`config.mk`:
```
export PLATFORM = sky130hd
export DESIGN_NAME = alu_arbiter
export DESIGN_NICKNAME = d
export VERILOG_FILES = /design/src/rtl/alu_pkg.sv /design/src/rtl/alu.sv /design/src/rtl/rr_arbiter.sv /design/src/rtl/alu_arbiter.sv
export SDC_FILE = /design/constraint.sdc
export NUM_CORES = 1
export LEC_CHECK = 0
export ABC_AREA = 1
export CORE_AREA = 3 3 236 238
export CTS_BUF_LIST = sky130_fd_sc_hd__clkbuf_8
export CTS_CLUSTER_SIZE = 40
export DETAILED_ROUTE_END_ITERATION = 10
export DIE_AREA = 0 0 239 241
export GPL_ROUTABILITY_DRIVEN = 0
export HOLD_SLACK_MARGIN = 0.05
export PLACE_DENSITY = 0.73
export SYNTH_ARGS = -nofsm -noshare
export SYNTH_HDL_FRONTEND = slang
export SYNTH_SLANG_ARGS = --single-unit
```
`constraint.sdc`:
```
create_clock -name clk -period 3.6 [get_ports clk]
set_input_delay 0.72 -clock clk [delete_from_list [all_inputs] [get_ports clk]]
set_output_delay 0.72 -clock clk [all_outputs]
set_load 0.01 [all_outputs]
```
`src/rtl/alu_pkg.sv`:
```
// Shared opcodes, FSM state type and opcode legality helper for alu_arbiter.
package alu_pkg;

  localparam logic [3:0] ALU_AND = 4'b0000;
  localparam logic [3:0] ALU_OR  = 4'b0001;
  localparam logic [3:0] ALU_ADD = 4'b0010;
  localparam logic [3:0] ALU_SUB = 4'b0110;

  typedef enum logic [1:0] {
    IDLE = 2'd0,
    EXEC = 2'd1,
    RESP = 2'd2
  } state_t;

  // True for the four opcodes the ALU implements.
  function automatic logic op_legal(input logic [3:0] sel);
    logic legal;
    case (sel)
      ALU_AND, ALU_OR, ALU_ADD, ALU_SUB: legal = 1'b1;
      default:                           legal = 1'b0;
    endcase
    return legal;
  endfunction

endpackage

```
`src/rtl/alu.sv`:
```
// Combinational W-bit ALU; unknown opcodes yield zero so the result is never X.
module alu
  import alu_pkg::*;
#(
  parameter int unsigned W = 64
) (
  input  logic [W-1:0] a,
  input  logic [W-1:0] b,
  input  logic [3:0]   alu_sel,
  output logic [W-1:0] alu_out
);

  // Opcode decode; carry and overflow are discarded (modulo 2^W).
  always_comb begin
    alu_out = '0;
    case (alu_sel)
      ALU_AND: alu_out = a & b;
      ALU_OR:  alu_out = a | b;
      ALU_ADD: alu_out = a + b;
      ALU_SUB: alu_out = a - b;
      default: alu_out = '0;
    endcase
  end

endmodule

```
`src/rtl/rr_arbiter.sv`:
```
// Round-robin arbiter: first valid request at or after ptr, wrapping modulo NREQ.
module rr_arbiter #(
  parameter int unsigned NREQ = 4,
  parameter int unsigned IDW  = $clog2(NREQ)
) (
  input  logic [NREQ-1:0] req,
  input  logic [IDW-1:0]  ptr,
  output logic [NREQ-1:0] gnt,
  output logic [IDW-1:0]  gnt_id
);

  // Scan ptr, ptr+1, ... and grant the first requester found.
  always_comb begin
    logic           found;
    logic [IDW:0]   idx;
    gnt    = '0;
    gnt_id = '0;
    found  = 1'b0;
    idx    = '0;
    for (int unsigned k = 0; k < NREQ; k++) begin
      idx = {1'b0, ptr} + (IDW+1)'(k);
      if (idx >= (IDW+1)'(NREQ)) idx = idx - (IDW+1)'(NREQ);
      if (!found && req[idx[IDW-1:0]]) begin
        found                = 1'b1;
        gnt[idx[IDW-1:0]]    = 1'b1;
        gnt_id               = idx[IDW-1:0];
      end
    end
  end

endmodule

```
`src/rtl/alu_arbiter.sv`:
```
// Shares one ALU among NREQ requesters with round-robin grant and a
// valid/ready response channel. Optional macro ALU_ARB_OPCHK_EN adds the
// rsp_err port flagging illegal opcodes.
module alu_arbiter
  import alu_pkg::*;
#(
  parameter int unsigned NREQ = 4,
  parameter int unsigned W    = 64,
  parameter int unsigned IDW  = $clog2(NREQ)
) (
  input  logic            clk,
  input  logic            rst_n,
  input  logic [NREQ-1:0]   req_valid,
  output logic [NREQ-1:0]   req_ready,
  input  logic [NREQ*W-1:0] req_a,
  input  logic [NREQ*W-1:0] req_b,
  input  logic [NREQ*4-1:0] req_sel,
  output logic            rsp_valid,
  input  logic            rsp_ready,
  output logic [W-1:0]    rsp_data,
  output logic            rsp_zero,
  output logic [IDW-1:0]  rsp_id,
`ifdef ALU_ARB_OPCHK_EN
  output logic            rsp_err,
`endif
  output logic            busy
);

  state_t          state;
  logic [IDW-1:0]  ptr;
  logic [IDW-1:0]  id_q;
  logic [W-1:0]    op_a;
  logic [W-1:0]    op_b;
  logic [3:0]      op_sel;
  logic [NREQ-1:0] gnt;
  logic [IDW-1:0]  gnt_id;
  logic [IDW-1:0]  ptr_next;
  logic [W-1:0]    alu_out;
  logic [W-1:0]    sel_a;
  logic [W-1:0]    sel_b;
  logic [3:0]      sel_op;

  rr_arbiter #(
    .NREQ (NREQ),
    .IDW  (IDW)
  ) u_rr (
    .req    (req_valid),
    .ptr    (ptr),
    .gnt    (gnt),
    .gnt_id (gnt_id)
  );

  alu #(
    .W (W)
  ) u_alu (
    .a       (op_a),
    .b       (op_b),
    .alu_sel (op_sel),
    .alu_out (alu_out)
  );

  // Grant is only offered in IDLE and never while reset is asserted.
  assign req_ready = (rst_n && (state == IDLE)) ? gnt : '0;
  assign busy      = (state != IDLE);
  assign ptr_next  = (gnt_id == IDW'(NREQ - 1)) ? '0 : gnt_id + IDW'(1);

  // One-hot operand mux selecting the granted requester's payload.
  always_comb begin
    sel_a  = '0;
    sel_b  = '0;
    sel_op = '0;
    for (int unsigned i = 0; i < NREQ; i++) begin
      if (gnt[i]) begin
        sel_a  = req_a[i*W +: W];
        sel_b  = req_b[i*W +: W];
        sel_op = req_sel[i*4 +: 4];
      end
    end
  end

  // Transaction FSM: accept in IDLE, compute in EXEC, hold response in RESP.
  always_ff @(posedge clk or negedge rst_n) begin
    if (!rst_n) begin
      state     <= IDLE;
      ptr       <= '0;
      id_q      <= '0;
      op_a      <= '0;
      op_b      <= '0;
      op_sel    <= '0;
      rsp_valid <= 1'b0;
      rsp_data  <= '0;
      rsp_zero  <= 1'b0;
      rsp_id    <= '0;
`ifdef ALU_ARB_OPCHK_EN
      rsp_err   <= 1'b0;
`endif
    end else begin
      case (state)
        IDLE: begin
          if (|req_valid) begin
            op_a   <= sel_a;
            op_b   <= sel_b;
            op_sel <= sel_op;
            id_q   <= gnt_id;
            ptr    <= ptr_next;
            state  <= EXEC;
          end
        end
        EXEC: begin
          rsp_data  <= alu_out;
          rsp_zero  <= (alu_out == '0);
          rsp_id    <= id_q;
`ifdef ALU_ARB_OPCHK_EN
          rsp_err   <= !op_legal(op_sel);
`endif
          rsp_valid <= 1'b1;
          state     <= RESP;
        end
        RESP: begin
          if (rsp_ready) begin
            rsp_valid <= 1'b0;
            state     <= IDLE;
          end
        end
        default: state <= IDLE;
      endcase
    end
  end

endmodule

```
### After elaboration in Yosys (flattened, before gate mapping)

Cells that the tools add are included.

| storage, ports and cells | value |
|---|---|
| register bits after elaboration | 206 |
| input bits | 535 |
| output and inout bits | 73 |
| word-level logic and storage cells | 116 |

| operators by class | value |
|---|---|
| $add $sub $neg | 10 |
| $lt $le $gt $ge | 12 |
| eq/ne operators | 8 |
| multiplexer cells | 51 |
| bitwise gates (word level) | 5 |
| reduce and logical (&&, ||, !) cells | 20 |

Operator list:

| kind | number |
|---|---|
| $mux W64 | 8 |
| $pmux W64 S4 | 1 |
| $add A64 B64 Y64 | 1 |
| $and A64 B64 Y64 | 1 |
| $logic_not A64 Y1 | 1 |
| $or A64 B64 Y64 | 1 |
| $sub A64 B64 Y64 | 1 |
| $mux W4 | 9 |
| $mux W2 | 11 |
| $lt A2 B3 Y1 const B | 4 |
| $mux W1 | 12 |
| $or A4 B4 Y4 | 3 |
| $ge A3 B3 Y1 const B | 3 |
| $bmux W1 S2 | 4 |
| $demux W1 S2 | 4 |
| $ge A2 B1 Y1 const B | 4 |
| $logic_and A1 B1 Y1 | 8 |
| $sub A2 B1 Y2 const B | 4 |
| $add A2 B2 Y3 const B | 2 |
| $pmux W2 S3 | 1 |
| $reduce_and A2 Y1 | 3 |
| $eq A2 B2 Y1 const B | 2 |
| $eq A4 B1 Y1 const B | 1 |
| $eq A4 B2 Y1 const B | 1 |
| other kinds (13) | 16 |

### Longest topological paths before layout

| depth | value |
|---|---|
| word-level depth | 18 |
| mapped depth | 36 |

### By module

Synthesis repeated with hierarchy kept, for this count alone.

| second synthesis, totals | value |
|---|---|
| cells, all modules | 3863 |
| area, all modules | 21877.2 µm² |

By module, submodules not included:

| module | instances | cells an instance | area each (µm²) |
|---|---|---|---|
| alu_arbiter | 1 | 1831 | 12190.4 |
| alu | 1 | 1950 | 9171.3 |
| rr_arbiter | 1 | 82 | 515.5 |

### Least setup slack after synthesis

Ideal clock, no wire load.

| path | value |
|---|---|
| path type | register -> register |
| from | register op_b[0] |
| to | register rsp_zero |
| data arrival time | 3.846 ns |
| data required time | 3.535 ns |
| slack | -0.311 ns |
| stages on the path, launching flop included | 32 |
| path buffers | 0 |
| path through | dfrtp_1 -> inv_1 -> ha_1 -> nand2_1 -> nor3_2 -> nand4_1 -> nor2_1 -> inv_1 -> nor2_1 -> nand4_1 -> o31ai_1 -> o21ai_2 -> a21oi_1 -> xor2_1 -> ha_1 -> nand2_1 -> nor2_1 -> inv_1 -> nor3_1 -> and2_1 -> nand2_1 -> nand2_1 -> nand2_1 -> nand3_1 -> nand2_1 -> nor2_1 -> nand2_1 -> nor2_1 -> nand2_1 -> nor2_1 -> nand3_1 -> nand2_1 |

| on the way | value |
|---|---|
| word-level cells in the longest chain between the ends | 3 |
| elaborated cells on any way between the ends | 6 |
| classes of those cells | add/sub: 2; mux: 1; bitwise: 2; reduce/logical: 1 |

Ends and longest elaborated chain:

| what | RTL line | source |
|---|---|---|
| start, declared | alu_arbiter.sv:33 | `logic [W-1:0] op_b;` |
| start signal, assigned | alu_arbiter.sv:102 | `op_b <= sel_b;` |
| $sub A64 B64 Y64, or another cell as far along | alu.sv:20 | `ALU_SUB: alu_out = a - b;` |
| $pmux W64 S4 * | alu.sv:16 | `case (alu_sel)` |
| $logic_not A64 Y1 * | alu_arbiter.sv:111 | `rsp_zero <= (alu_out == '0);` |
| end signal, assigned | alu_arbiter.sv:111 |  |
| end, declared | alu_arbiter.sv:21 | `output logic rsp_zero,` |

Every way passes the cells marked *; elsewhere a longest branch is shown, timed or not.
A chain may end at the register's enable or synchronous reset.

### Worst setup path in the final report

| path | value |
|---|---|
| from | register op_b[1] |
| to | register rsp_data[58] |

| on the way | value |
|---|---|
| word-level cells in the longest chain between the ends | 2 |
| elaborated cells on any way between the ends | 3 |
| classes of those cells | add/sub: 2; mux: 1 |

Ends and longest elaborated chain:

| what | RTL line | source |
|---|---|---|
| $sub A64 B64 Y64 / $add A64 B64 Y64 (equally long branches) | alu.sv:20, alu.sv:19 |  |
| $pmux W64 S4 * | alu.sv:16 |  |
| end signal, assigned | alu_arbiter.sv:110 | `rsp_data <= alu_out;` |
| end, declared | alu_arbiter.sv:20 | `output logic [W-1:0] rsp_data,` |

Marked as above.

==> run_results.csv <==
group,metric,value,unit
global_routing,grt_overflow,0,
synthesis,synth_cells,3540,
setup_path,critical_path_peak_fanout,5,
floorplanning,dieArea,57600,µm²
clocking,numCtsBuffers,39,
floorplanning,ios,608,
setup_path,critPathMaxStageDelay,0.40,ns
setup_path,arrival,5.01,ns
setup_path,worstSetupPathType,"flip-flop to flip-flop",
timing,rsz0062_at_grt,"true",
route,drtIter0Drc,3575,
floorplanning,coreArea,53810,µm²
timing,fin_crit,4.521,ns
finish,nFillCells,4762,
clocking,clk_pin_slew,0.06,ns
route,post-route-drc-count,0,
setup_path,path_delay_family,"simple AND/OR/NAND/NOR gates",
route,via_count,29320,
global_routing,grt_max_degree,89,
synthesis,syn-num-nets,4147,
clocking,cts_tree,"built",
clocking,insertion_delay,0.60,ns
place,dp_hpwl,87600,µm
route,wl,111900,µm
timing,timing.final.max_slew_violations,0,
setup_path,end_kind,"flip-flop",
floorplanning,rows,85,
setup_path,cp_num_cells,30,
place,placedCellCount,5092,
global_routing,grt_usage,35.84,%
clocking,cts.sinks,206,
setup_path,r2r_cells,30,
synthesis,syn_area_per_cell,6.027,µm²
timing,timing.fmax,221.2,MHz
outcome,failed_checks,"setup timing",
setup_path,cp-start-kind,"flip-flop",
finish,register_area,5159,µm²
finish,final_common_cell,"nand2_1",
route,final_antenna_net_count,0,
route,viasPerCell,5.622,
route,wl_per_cell,21.46,µm
synthesis,yosysWarnings,0,
timing,timing.final.crit_share,125.6,%
setup_path,required,4.09,ns
setup_path,crit_buf_inv,8,
floorplanning,die_y,241,µm
timing,worst_pin_slew,1.117,ns
global_routing,antenna_found_initial,14,
timing,max_slew_margin,25.43,%
clocking,cts_root_buf,"clkbuf_8",
synthesis,synthFlopType,"dfrtp_1",
timing,hold_viol,0,
synthesis,synthArstFlopShare,100.0,%
setup_path,path_common_cell,"buf_6",
timing,setup_ws,-0.9207,ns
clocking,hold_buffers,0,
finish,nNetsFinal,5091,
global_routing,grt_pass1_wl,157700,µm
synthesis,synth_edf_count,0,
synthesis,synth_seq_cells,206,
hold_path,min_path_type,"input pin to asynchronous set/reset pin",
synthesis,synth_area,21340,µm²
synthesis,ys_types,51,
finish,stdcell_count,5214,
finish,final_cell_mix,"nand2_1, clkdlybuf4s50_1, buf_4",
finish,drive_above_1_share,21.56,%
run,drv_cap,0,
setup_path,cpMaxStageDelayCell,"dfrtp_1",
clocking,clockBufferDepth,3,
clocking,htreeDepth,2,
timing,setup_violations,36,
route,drt_first_pass_iters,7,
floorplanning,die_w,239,µm
outcome,status,"finished with violations",
finish,area_delta_synth_final,59.35,%
place,portBuffers,607,
global_routing,grt_pass1_vias,26610,
timing,clock-skew-final,0.03584,ns
finish,multiInputGateArea,15360,µm²
synthesis,yosysSeqAreaShare,24.16,%
floorplanning,floorplan.initialDensity,39.65,%
## logic make-up (layout without fill, tap and decap cells)
family | Yosys count | in the layout | share of synthesized area, %
and+or+nand+nor | 1726 | 1726 | 32.76
AOI/OAI and AO/OA | 846 | 846 | 24.63
buffers and inverters | 626 | 1598 | 11.54
DFF | 206 | 206 | 24.16
adders and majority gates | 75 | 75 | 4.398
xor gates and xnor gates | 61 | 61 | 2.504
other | 0 | 6 | 0
## metal layers
layer  share of wire [%]  track usage (%)  up-vias
li1                    -                -    13490
met1                  39            47.58    13650
met2                  44            56.14     1782
met3                  12            8.685      388
met4                 5.3            14.64       10
met5               0.064                0        -
## flip-flops by register name (all words and copies together), names as in the netlist, named ones only
signal and flops:
op_sel 4, rsp_zero 1, op_a 64, id_q 2
rsp_id 2, rsp_data 64, rsp_valid 1, ptr 1
state 2, op_b 64
## synth_stat cells, types with 4 or more instances
master	number	area share, %
nand2_1	938	17
nor2_1	462	8.1
inv_1	426	7.5
a21oi_1	367	8.6
nand3_1	235	5.5
dfrtp_1	206	24
o21bai_1	135	4.8
clkbuf_1	113	2.0
o21ai_0	111	2.6
a31o_1	107	4.4
ha_1	71	4.2
a31oi_1	66	1.9
buf_2	62	1.5
xor2_1	37	1.5
nor3_1	29	0.68
a31o_2	25	1.0
nand4_1	25	0.73
xnor2_1	24	0.99
buf_1	11	0.19
nor4_1	11	0.32
o211ai_1	8	0.28
buf_4	7	0.25
nand3b_1	7	0.25
o21ai_1	7	0.16
and2_1	5	0.15
inv_2	4	0.070
## layout make-up
cell class / count / share of cell area (%)
Antenna cell: 6 / 0.04416
Clock buffer: 48 / 1.943
Clock inverter: 21 / 0.5815
Inverter: 431 / 4.810
Multi-Input combinational cell: 2708 / 45.17
Sequential cell: 206 / 15.17
Tap cell: 696 / 2.561
Timing Repair Buffer: 1098 / 29.72
## final timing paths
kind,startpoint,end,slack (ns)
setup / recovery,op_b[1],rsp_data[58],-0.92
hold / removal,rst_n,state[0],0.19
setup reg to reg,op_b[1],rsp_data[58],-0.92
hold reg to reg,rsp_data[32],rsp_data[32],0.48
max in group asynchronous,rst_n,op_b[12],2.05
min in group clk,rsp_data[32],rsp_data[32],0.48
## per-stage QoR
step	setup slack, ns	setup TNS (ns)	hold slack, ns	area, µm²	util [%]
3_3_place_gp	-0.8374	-9.102	0.4650	31100	57.80
6_report	-0.9207	-9.411	0.1921	34000	63.18
5_1_grt	-1.122	-17.75	0.1989	34000	63.17
3_5_place_dp	-0.9421	-13.86	0.4673	31100	57.80
4_1_cts	-0.6907	-5.884	0.1697	32660	60.70
2_1_floorplan	-0.2236	-0.2236	0.4244	21380	-
## what timing repair did
action | CTS | global route
endpoints found under the setup margin | 50 | 56
cloned | 0 | 0
hold endpoints to repair | 0 | 0
resized for setup | 194 | 301
pin swaps | 77 | 103
buffers inserted | 21 | 30
Power is left out: the tool's default activity adds up to more than one toggle a clock period on the data nets, which glitch-free logic cannot reach.
